[src/rtl/arb_pkg.sv]
// Package shared by the round-robin arbiter slice.
//   state_t    : arbiter FSM states (IDLE, BUSY)
//   PRIO_FIXED : policy code, lowest set request index always wins
//   PRIO_RR    : policy code, round-robin starting at the rotating pointer
package arb_pkg;

   typedef enum logic {
      IDLE = 1'b0,
      BUSY = 1'b1
   } state_t;

   localparam int PRIO_FIXED = 0;
   localparam int PRIO_RR    = 1;

endpackage

[src/rtl/rr_arbiter_if.sv]
// Request/grant bundle between requesters and the arbiter.
//   req        : request vector, bit i = requester i
//   done       : current owner releases its grant
//   gnt_valid  : a grant is active
//   gnt_idx    : owner index, 0 when no grant
//   gnt_onehot : owner as a one-hot vector, 0 when no grant
//   timeout    : one-cycle pulse after a watchdog-forced release
// Handshake: there is no ready.  A requester holds its req bit until it sees
// its index granted (gnt_valid=1, gnt_idx=i).  It keeps the grant, with or
// without req, until it drives done=1 for one cycle.  The arbiter may also
// take the grant back after MAX_HOLD cycles and report that through timeout.
// All grant-side signals are registered.
interface rr_arbiter_if #(
   parameter int NUM_REQ = 8,
   parameter int IDX_W   = $clog2(NUM_REQ)
);

   logic [NUM_REQ-1:0] req;
   logic               done;
   logic               gnt_valid;
   logic [IDX_W-1:0]   gnt_idx;
   logic [NUM_REQ-1:0] gnt_onehot;
   logic               timeout;

   modport master (
      output req, done,
      input  gnt_valid, gnt_idx, gnt_onehot, timeout
   );

   modport slave (
      input  req, done,
      output gnt_valid, gnt_idx, gnt_onehot, timeout
   );

endinterface

[src/rtl/rr_arbiter_prio_find.sv]
// Combinational lowest-set-bit finder.
//   vec   : input vector
//   found : at least one bit of vec is set
//   idx   : index of the lowest set bit (0 when found=0)
module prio_find #(
   parameter int W  = 8,
   parameter int IW = $clog2(W)
) (
   input  logic [W-1:0]  vec,
   output logic          found,
   output logic [IW-1:0] idx
);

   // Scan from the top so the last hit, the lowest set index, wins.
   always_comb begin
      found = |vec;
      idx   = '0;
      for (int i = W - 1; i >= 0; i--) begin
         if (vec[i]) idx = IW'(i);
      end
   end

endmodule

[src/rtl/rr_arbiter.sv]
// Registered N-way request arbiter, fixed-priority or round-robin.
// A grant is held until the owner signals done or the hold watchdog fires.
// On release the arbiter re-arbitrates in the same cycle, so back-to-back
// grants have no idle bubble.
//   clk       : clock, rising edge
//   rst_n     : asynchronous active-low reset
//   bus       : request/grant bundle (slave side)
//   dbg_state : current FSM state, for observation only
module rr_arbiter
   import arb_pkg::*;
#(
   parameter int NUM_REQ   = 8,
   parameter int IDX_W     = $clog2(NUM_REQ),
   parameter int PRIO_MODE = PRIO_RR,
   parameter int MAX_HOLD  = 16,
   parameter int HOLD_W    = $clog2(MAX_HOLD + 1)
) (
   input  logic          clk,
   input  logic          rst_n,
   rr_arbiter_if.slave   bus,
   output state_t        dbg_state
);

   // MAX_HOLD=0 gives a zero-width counter; keep at least one bit.
   localparam int CNT_W = (HOLD_W < 1) ? 1 : HOLD_W;

   state_t             state, state_nxt;
   logic [IDX_W-1:0]   ptr, ptr_nxt;
   logic [CNT_W-1:0]   hold_cnt, hold_nxt;
   logic               valid_q, valid_nxt;
   logic [IDX_W-1:0]   idx_q, idx_nxt;
   logic [NUM_REQ-1:0] oh_q, oh_nxt;
   logic               tmo_q, tmo_nxt;

   logic [IDX_W-1:0]   rel_ptr, arb_ptr, win;
   logic [NUM_REQ-1:0] mask_ge, req_masked;
   logic               hi_found, lo_found;
   logic [IDX_W-1:0]   hi_idx, lo_idx;
   logic               any_req, wd_fire, release_now;

   // Pointer value after releasing the current owner.  In BUSY the search
   // must already start there, so the releasing owner ranks last.
   assign rel_ptr = (idx_q == IDX_W'(NUM_REQ - 1)) ? '0 : idx_q + IDX_W'(1);
   assign arb_ptr = (state == BUSY) ? rel_ptr : ptr;

   always_comb begin
      mask_ge = '0;
      for (int i = 0; i < NUM_REQ; i++) begin
         mask_ge[i] = (IDX_W'(i) >= arb_ptr);
      end
   end

   assign req_masked = bus.req & mask_ge;
   assign any_req    = |bus.req;

   prio_find #(.W(NUM_REQ), .IW(IDX_W)) u_find_hi (
      .vec   (req_masked),
      .found (hi_found),
      .idx   (hi_idx)
   );

   prio_find #(.W(NUM_REQ), .IW(IDX_W)) u_find_lo (
      .vec   (bus.req),
      .found (lo_found),
      .idx   (lo_idx)
   );

   // Fall back to the unmasked search when nothing is at or above the pointer.
   assign win = (PRIO_MODE == PRIO_FIXED) ? lo_idx :
                (hi_found ? hi_idx : lo_idx);

   // done has priority: a simultaneous done and watchdog is a normal release.
   assign wd_fire     = (MAX_HOLD != 0) && !bus.done &&
                        (hold_cnt == CNT_W'(MAX_HOLD - 1));
   assign release_now = bus.done || wd_fire;

   always_ff @(posedge clk or negedge rst_n) begin
      if (!rst_n) begin
         state    <= IDLE;
         ptr      <= '0;
         hold_cnt <= '0;
         valid_q  <= 1'b0;
         idx_q    <= '0;
         oh_q     <= '0;
         tmo_q    <= 1'b0;
      end else begin
         state    <= state_nxt;
         ptr      <= ptr_nxt;
         hold_cnt <= hold_nxt;
         valid_q  <= valid_nxt;
         idx_q    <= idx_nxt;
         oh_q     <= oh_nxt;
         tmo_q    <= tmo_nxt;
      end
   end

   always_comb begin
      state_nxt = state;
      ptr_nxt   = ptr;
      hold_nxt  = hold_cnt;
      valid_nxt = valid_q;
      idx_nxt   = idx_q;
      oh_nxt    = oh_q;
      tmo_nxt   = 1'b0;
      case (state)
         IDLE: begin
            if (any_req) begin
               state_nxt = BUSY;
               hold_nxt  = '0;
               valid_nxt = 1'b1;
               idx_nxt   = win;
               oh_nxt    = NUM_REQ'(1) << win;
            end
         end
         BUSY: begin
            if (release_now) begin
               ptr_nxt  = rel_ptr;
               hold_nxt = '0;
               tmo_nxt  = wd_fire;
               if (any_req) begin
                  idx_nxt = win;
                  oh_nxt  = NUM_REQ'(1) << win;
               end else begin
                  state_nxt = IDLE;
                  valid_nxt = 1'b0;
                  idx_nxt   = '0;
                  oh_nxt    = '0;
               end
            end else if (hold_cnt != '1) begin
               hold_nxt = hold_cnt + CNT_W'(1);
            end
         end
         default: state_nxt = IDLE;
      endcase
   end

   assign bus.gnt_valid  = valid_q;
   assign bus.gnt_idx    = idx_q;
   assign bus.gnt_onehot = oh_q;
   assign bus.timeout    = tmo_q;
   assign dbg_state      = state;

endmodule
[src/flat_wrapper.sv]
// flat-port wrapper written by rule: the top's interface ports become plain ports
module rr_arbiter_flat import arb_pkg::*;
#(
   parameter int NUM_REQ   = 8,
   parameter int IDX_W     = $clog2(NUM_REQ),
   parameter int PRIO_MODE = PRIO_RR,
   parameter int MAX_HOLD  = 16,
   parameter int HOLD_W    = $clog2(MAX_HOLD + 1)
)
  (clk, rst_n, dbg_state, bus_req, bus_done, bus_gnt_valid, bus_gnt_idx, bus_gnt_onehot, bus_timeout);
  rr_arbiter_if #(.NUM_REQ(NUM_REQ), .IDX_W(IDX_W)) bus_i ();
  input  logic clk;
  input  logic rst_n;
  output state_t dbg_state;
  input wire logic [$bits(bus_i.req)-1:0] bus_req;
  input wire logic [$bits(bus_i.done)-1:0] bus_done;
  output wire logic [$bits(bus_i.gnt_valid)-1:0] bus_gnt_valid;
  output wire logic [$bits(bus_i.gnt_idx)-1:0] bus_gnt_idx;
  output wire logic [$bits(bus_i.gnt_onehot)-1:0] bus_gnt_onehot;
  output wire logic [$bits(bus_i.timeout)-1:0] bus_timeout;
  assign bus_i.req = bus_req;
  assign bus_i.done = bus_done;
  assign bus_gnt_valid = bus_i.gnt_valid;
  assign bus_gnt_idx = bus_i.gnt_idx;
  assign bus_gnt_onehot = bus_i.gnt_onehot;
  assign bus_timeout = bus_i.timeout;
  rr_arbiter #(.NUM_REQ(NUM_REQ), .IDX_W(IDX_W), .PRIO_MODE(PRIO_MODE), .MAX_HOLD(MAX_HOLD), .HOLD_W(HOLD_W)) u_core (.clk(clk), .rst_n(rst_n), .bus(bus_i), .dbg_state(dbg_state));
endmodule
[config.mk]
export PLATFORM = sky130hd
export DESIGN_NAME = rr_arbiter_flat
export DESIGN_NICKNAME = d
export VERILOG_FILES = /design/src/rtl/arb_pkg.sv /design/src/rtl/rr_arbiter_if.sv /design/src/rtl/rr_arbiter_prio_find.sv /design/src/rtl/rr_arbiter.sv /design/src/flat_wrapper.sv
export SDC_FILE = /design/constraint.sdc
export NUM_CORES = 1
export LEC_CHECK = 0
export CAP_MARGIN = 25
export CORE_MARGIN = 3
export CORE_UTILIZATION = 25
export DETAILED_ROUTE_END_ITERATION = 8
export GPL_ROUTABILITY_DRIVEN = 0
export GPL_TIMING_DRIVEN = 0
export PLACE_DENSITY_LB_ADDON = 0.12
export SLEW_MARGIN = 40
export SYNTH_ARGS = -nofsm -noshare
export SYNTH_HDL_FRONTEND = slang
export SYNTH_SLANG_ARGS = --single-unit
[constraint.sdc]
create_clock -name clk -period 2.9 [get_ports clk]
set_input_delay 0.58 -clock clk [delete_from_list [all_inputs] [get_ports clk]]
set_output_delay 0.58 -clock clk [all_outputs]
set_load 0.02 [all_outputs]
==> results by group <==
Run status
  • Status: finished, final reports clean

Clock tree
  • Clk slew on worst S/H paths: 0.08 ns
  • CTS Buf Count: 3
  • Clk Latency, worst-skew pair: 0.26 ns
  • CTS tree: yes
  • CTS Sinks: 22
  • Post-CTS Resized: 0
  • H-tree levels: 1
  • Hold-fix buffers, CTS: 0
  • Post-CTS Setup Bufs: 0
  • Clk buf depth: 2
  • CTS Root Cell: clkbuf_8

Floorplan
  • Site row count: 26
  • Initial Util: 0.268
  • Chip height: 81.4 um
  • Ports: 25
  • Area of the die: 6630 sq um
  • Die Wd: 81.4 um
  • Area of the core: 5300 sq um

Timing
  • Post-route minimum period: 2.63 ns
  • RSZ-0062 raised after global routing: false
  • Slew margin rel.: 0.591
  • Final setup fails: 0
  • Period utilization: 0.908
  • Worst hold slack: 0.278 ns
  • Slew @ Worst Pin: 0.611 ns
  • Clock Skews: 0.00402 ns
  • Hold Fails Final Rpt: 0
  • FMAX: 0.380 GHz
  • Fin Setup TNS: 0 ns
  • Slew Viols, Final: 0

Layout
  • Final Non-Filler Cells: 242
  • Final net count: 189
  • P&R area growth vs syn: 27.7%
  • ANT cells: 0
  • Most frequent cells in the layout: clkdlybuf4s50_1, dfrtp_1, nand2_1
  • Layout cells sized above 1: 0.134
  • Final core occ: 0.342
  • Commonest non-fill, non-tap cell in the layout: clkdlybuf4s50_1
  • # fillers: 535

Global route
  • Initial antenna violation count: 0
  • Via count of the first global-routing pass: 1267
  • Global-route wire length before repair: 6050 um
  • Gr usage total: 0.116
  • Largest net degree at the start of global routing: 23
  • Global route overflow: 0

Synth
  • Synth cell types: 47
  • Synth area leaders: dfrtp_1, nand2_1, ha_1
  • Mapped Area: 1420 sq um
  • Post-synthesis cell count: 144
  • Top cell type's share of synthesized area: 0.387
  • Primary FF master, synth: dfrtp_1
  • YS warnings: 0
  • Syn Nets: 160
  • Number of enable flip-flop cells after synthesis: 0
  • Async S/R FF share, synth: 1.00
  • Yosys reg bits: 22
  • Largest area contributor in the netlist: dfrtp_1
  • Sequential element share of the synthesized area: 0.387
  • Avg Cell Area, Syn: 9.87 sq um

Detailed routing
  • Vias per Instance: 5.07
  • Vias: 1226
  • Residual DRC: 0
  • DRT iter0 DRCs: 73
  • Met3 wire len: 110 um
  • Post-DR wirelength/cell: 14.6 um
  • First-pass DRT Iterations: 4
  • M1 WL: 1670 um
  • Max Used Layer: met4
  • Final wirelength: 3540 um
  • Antenna-violating nets left: 0
  • WL met2: 1710 um

Min path
  • Hold Path Class: in -> async

Place
  • Post-DP HPWL: 2790 um
  • IO Port Bufs: 24
  • Dpl cells: 238

Power
  • Power per Cell Area: 922 nW/um^2
  • VDD IR max: 0.247 mV
  • Leak: 0.734 nW

Setup path
  • FF-to-FF path depth: 8
  • Setup crit start kind: primary input
  • Setup CP Type: in -> reg
  • Critical path endpoint category: flop
  • Crit path DAT: 2.81 ns
  • Max FO, Critical Path: 10
  • Worst endpoint required time: 3.08 ns

Job
  • Maxcap violations: 0
==> where the power goes <==
part	switching (mW)	internal, mW	leakage (nW)
logic	0.520	0.413	0.417
clock network	0.0990	0.184	0.0357
registers	0.0801	0.378	0.281
total	0.699	0.975	0.734
==> synthesized netlist by cell type (all sizes together) (4+ instances only) <==
master,number
nand3b,4
nand2b,6
dfrtp,22
ha,5
a31oi,6
inv,4
nor2,9
nand2,21
o31ai,5
nand3,5
o21ai,10
a32o,5
==> flip-flops by register name (all words and copies together) (netlist names) <==
| name | count |
|---|---|
| u_core.bus.timeout | 1 |
| u_core.bus.gnt_valid | 1 |
| u_core.dbg_state | 1 |
| u_core.bus.gnt_idx | 3 |
| u_core.bus.gnt_onehot | 8 |
| u_core.hold_cnt | 5 |
| u_core.ptr | 3 |
==> final cells by class <==
| cell class | instances | area (sq um) | share of cell area |
|---|---|---|---|
| clock inverters | 1 | 30.0 | 0.0165 |
| clock buffers | 3 | 41.3 | 0.0227 |
| plain buffers | 3 | 23.8 | 0.0131 |
| flip-flops and latches | 22 | 551 | 0.303 |
| well taps | 70 | 87.6 | 0.0482 |
| multi-input cells | 115 | 832 | 0.458 |
| repair buffers | 24 | 235 | 0.130 |
| inverters | 4 | 15.0 | 0.00827 |
==> critical path, cell delays in order <==
cell             delay, ns
clkdlybuf4s50_1       0.54
nor4_2                0.61
nand2_1               0.27
o21ai_2               0.34
buf_2                 0.29
nand3b_1              0.09
o21ai_0               0.08
==> per-stage QoR <==
stage	total power, mW	cell area (sq um)	worst slack [ns]
floorplan	1.12	1420	0.441
global placement	1.40	1750	0.00416
detailed placement	1.41	1740	-0.00105
CTS	1.70	1820	0.263
global route	1.81	1820	0.00587
finish	1.67	1820	0.268
==> worst paths after layout <==
kind,from,endpoint,slack (ns)
worst min register to register,u_core.bus.gnt_onehot[0]$_DFFE_PN0P_,u_core.bus.gnt_onehot[0]$_DFFE_PN0P_,0.49
max in group asynchronous,rst_n,u_core.dbg_state$_DFF_PN0_,2.28
worst min-delay path,rst_n,u_core.bus.timeout$_DFF_PN0_,0.28
worst max-delay path,bus_req[2],u_core.hold_cnt[0]$_DFFE_PN0P_,0.27
worst max register to register,u_core.bus.gnt_idx[0]$_DFFE_PN0P_,u_core.bus.gnt_onehot[7]$_DFFE_PN0P_,0.31
min in group clk,u_core.bus.gnt_onehot[0]$_DFFE_PN0P_,u_core.bus.gnt_onehot[0]$_DFFE_PN0P_,0.49
==> cells by family (layout without fill, tap and decap cells) <==
logic type | count (synthesis) | count (layout) | share of synthesized area
xor gates and xnor gates | 2 | 2 | 0.0123
and+or+nand+nor | 63 | 63 | 0.249
DFF | 22 | 22 | 0.387
adders and majority gates | 5 | 5 | 0.0440
AOI/OAI and AO/OA | 45 | 45 | 0.280
buffers and inverters | 7 | 35 | 0.0273
==> routing by layer <==
metal | track usage | vias up
li1 | - | 600
met1 | 0.155 | 598
met2 | 0.190 | 22
met3 | 0.0188 | 6
met4 | 0.0355 | 0
met5 | 0 | -
Note: power is estimated with default switching activity, not from simulation.
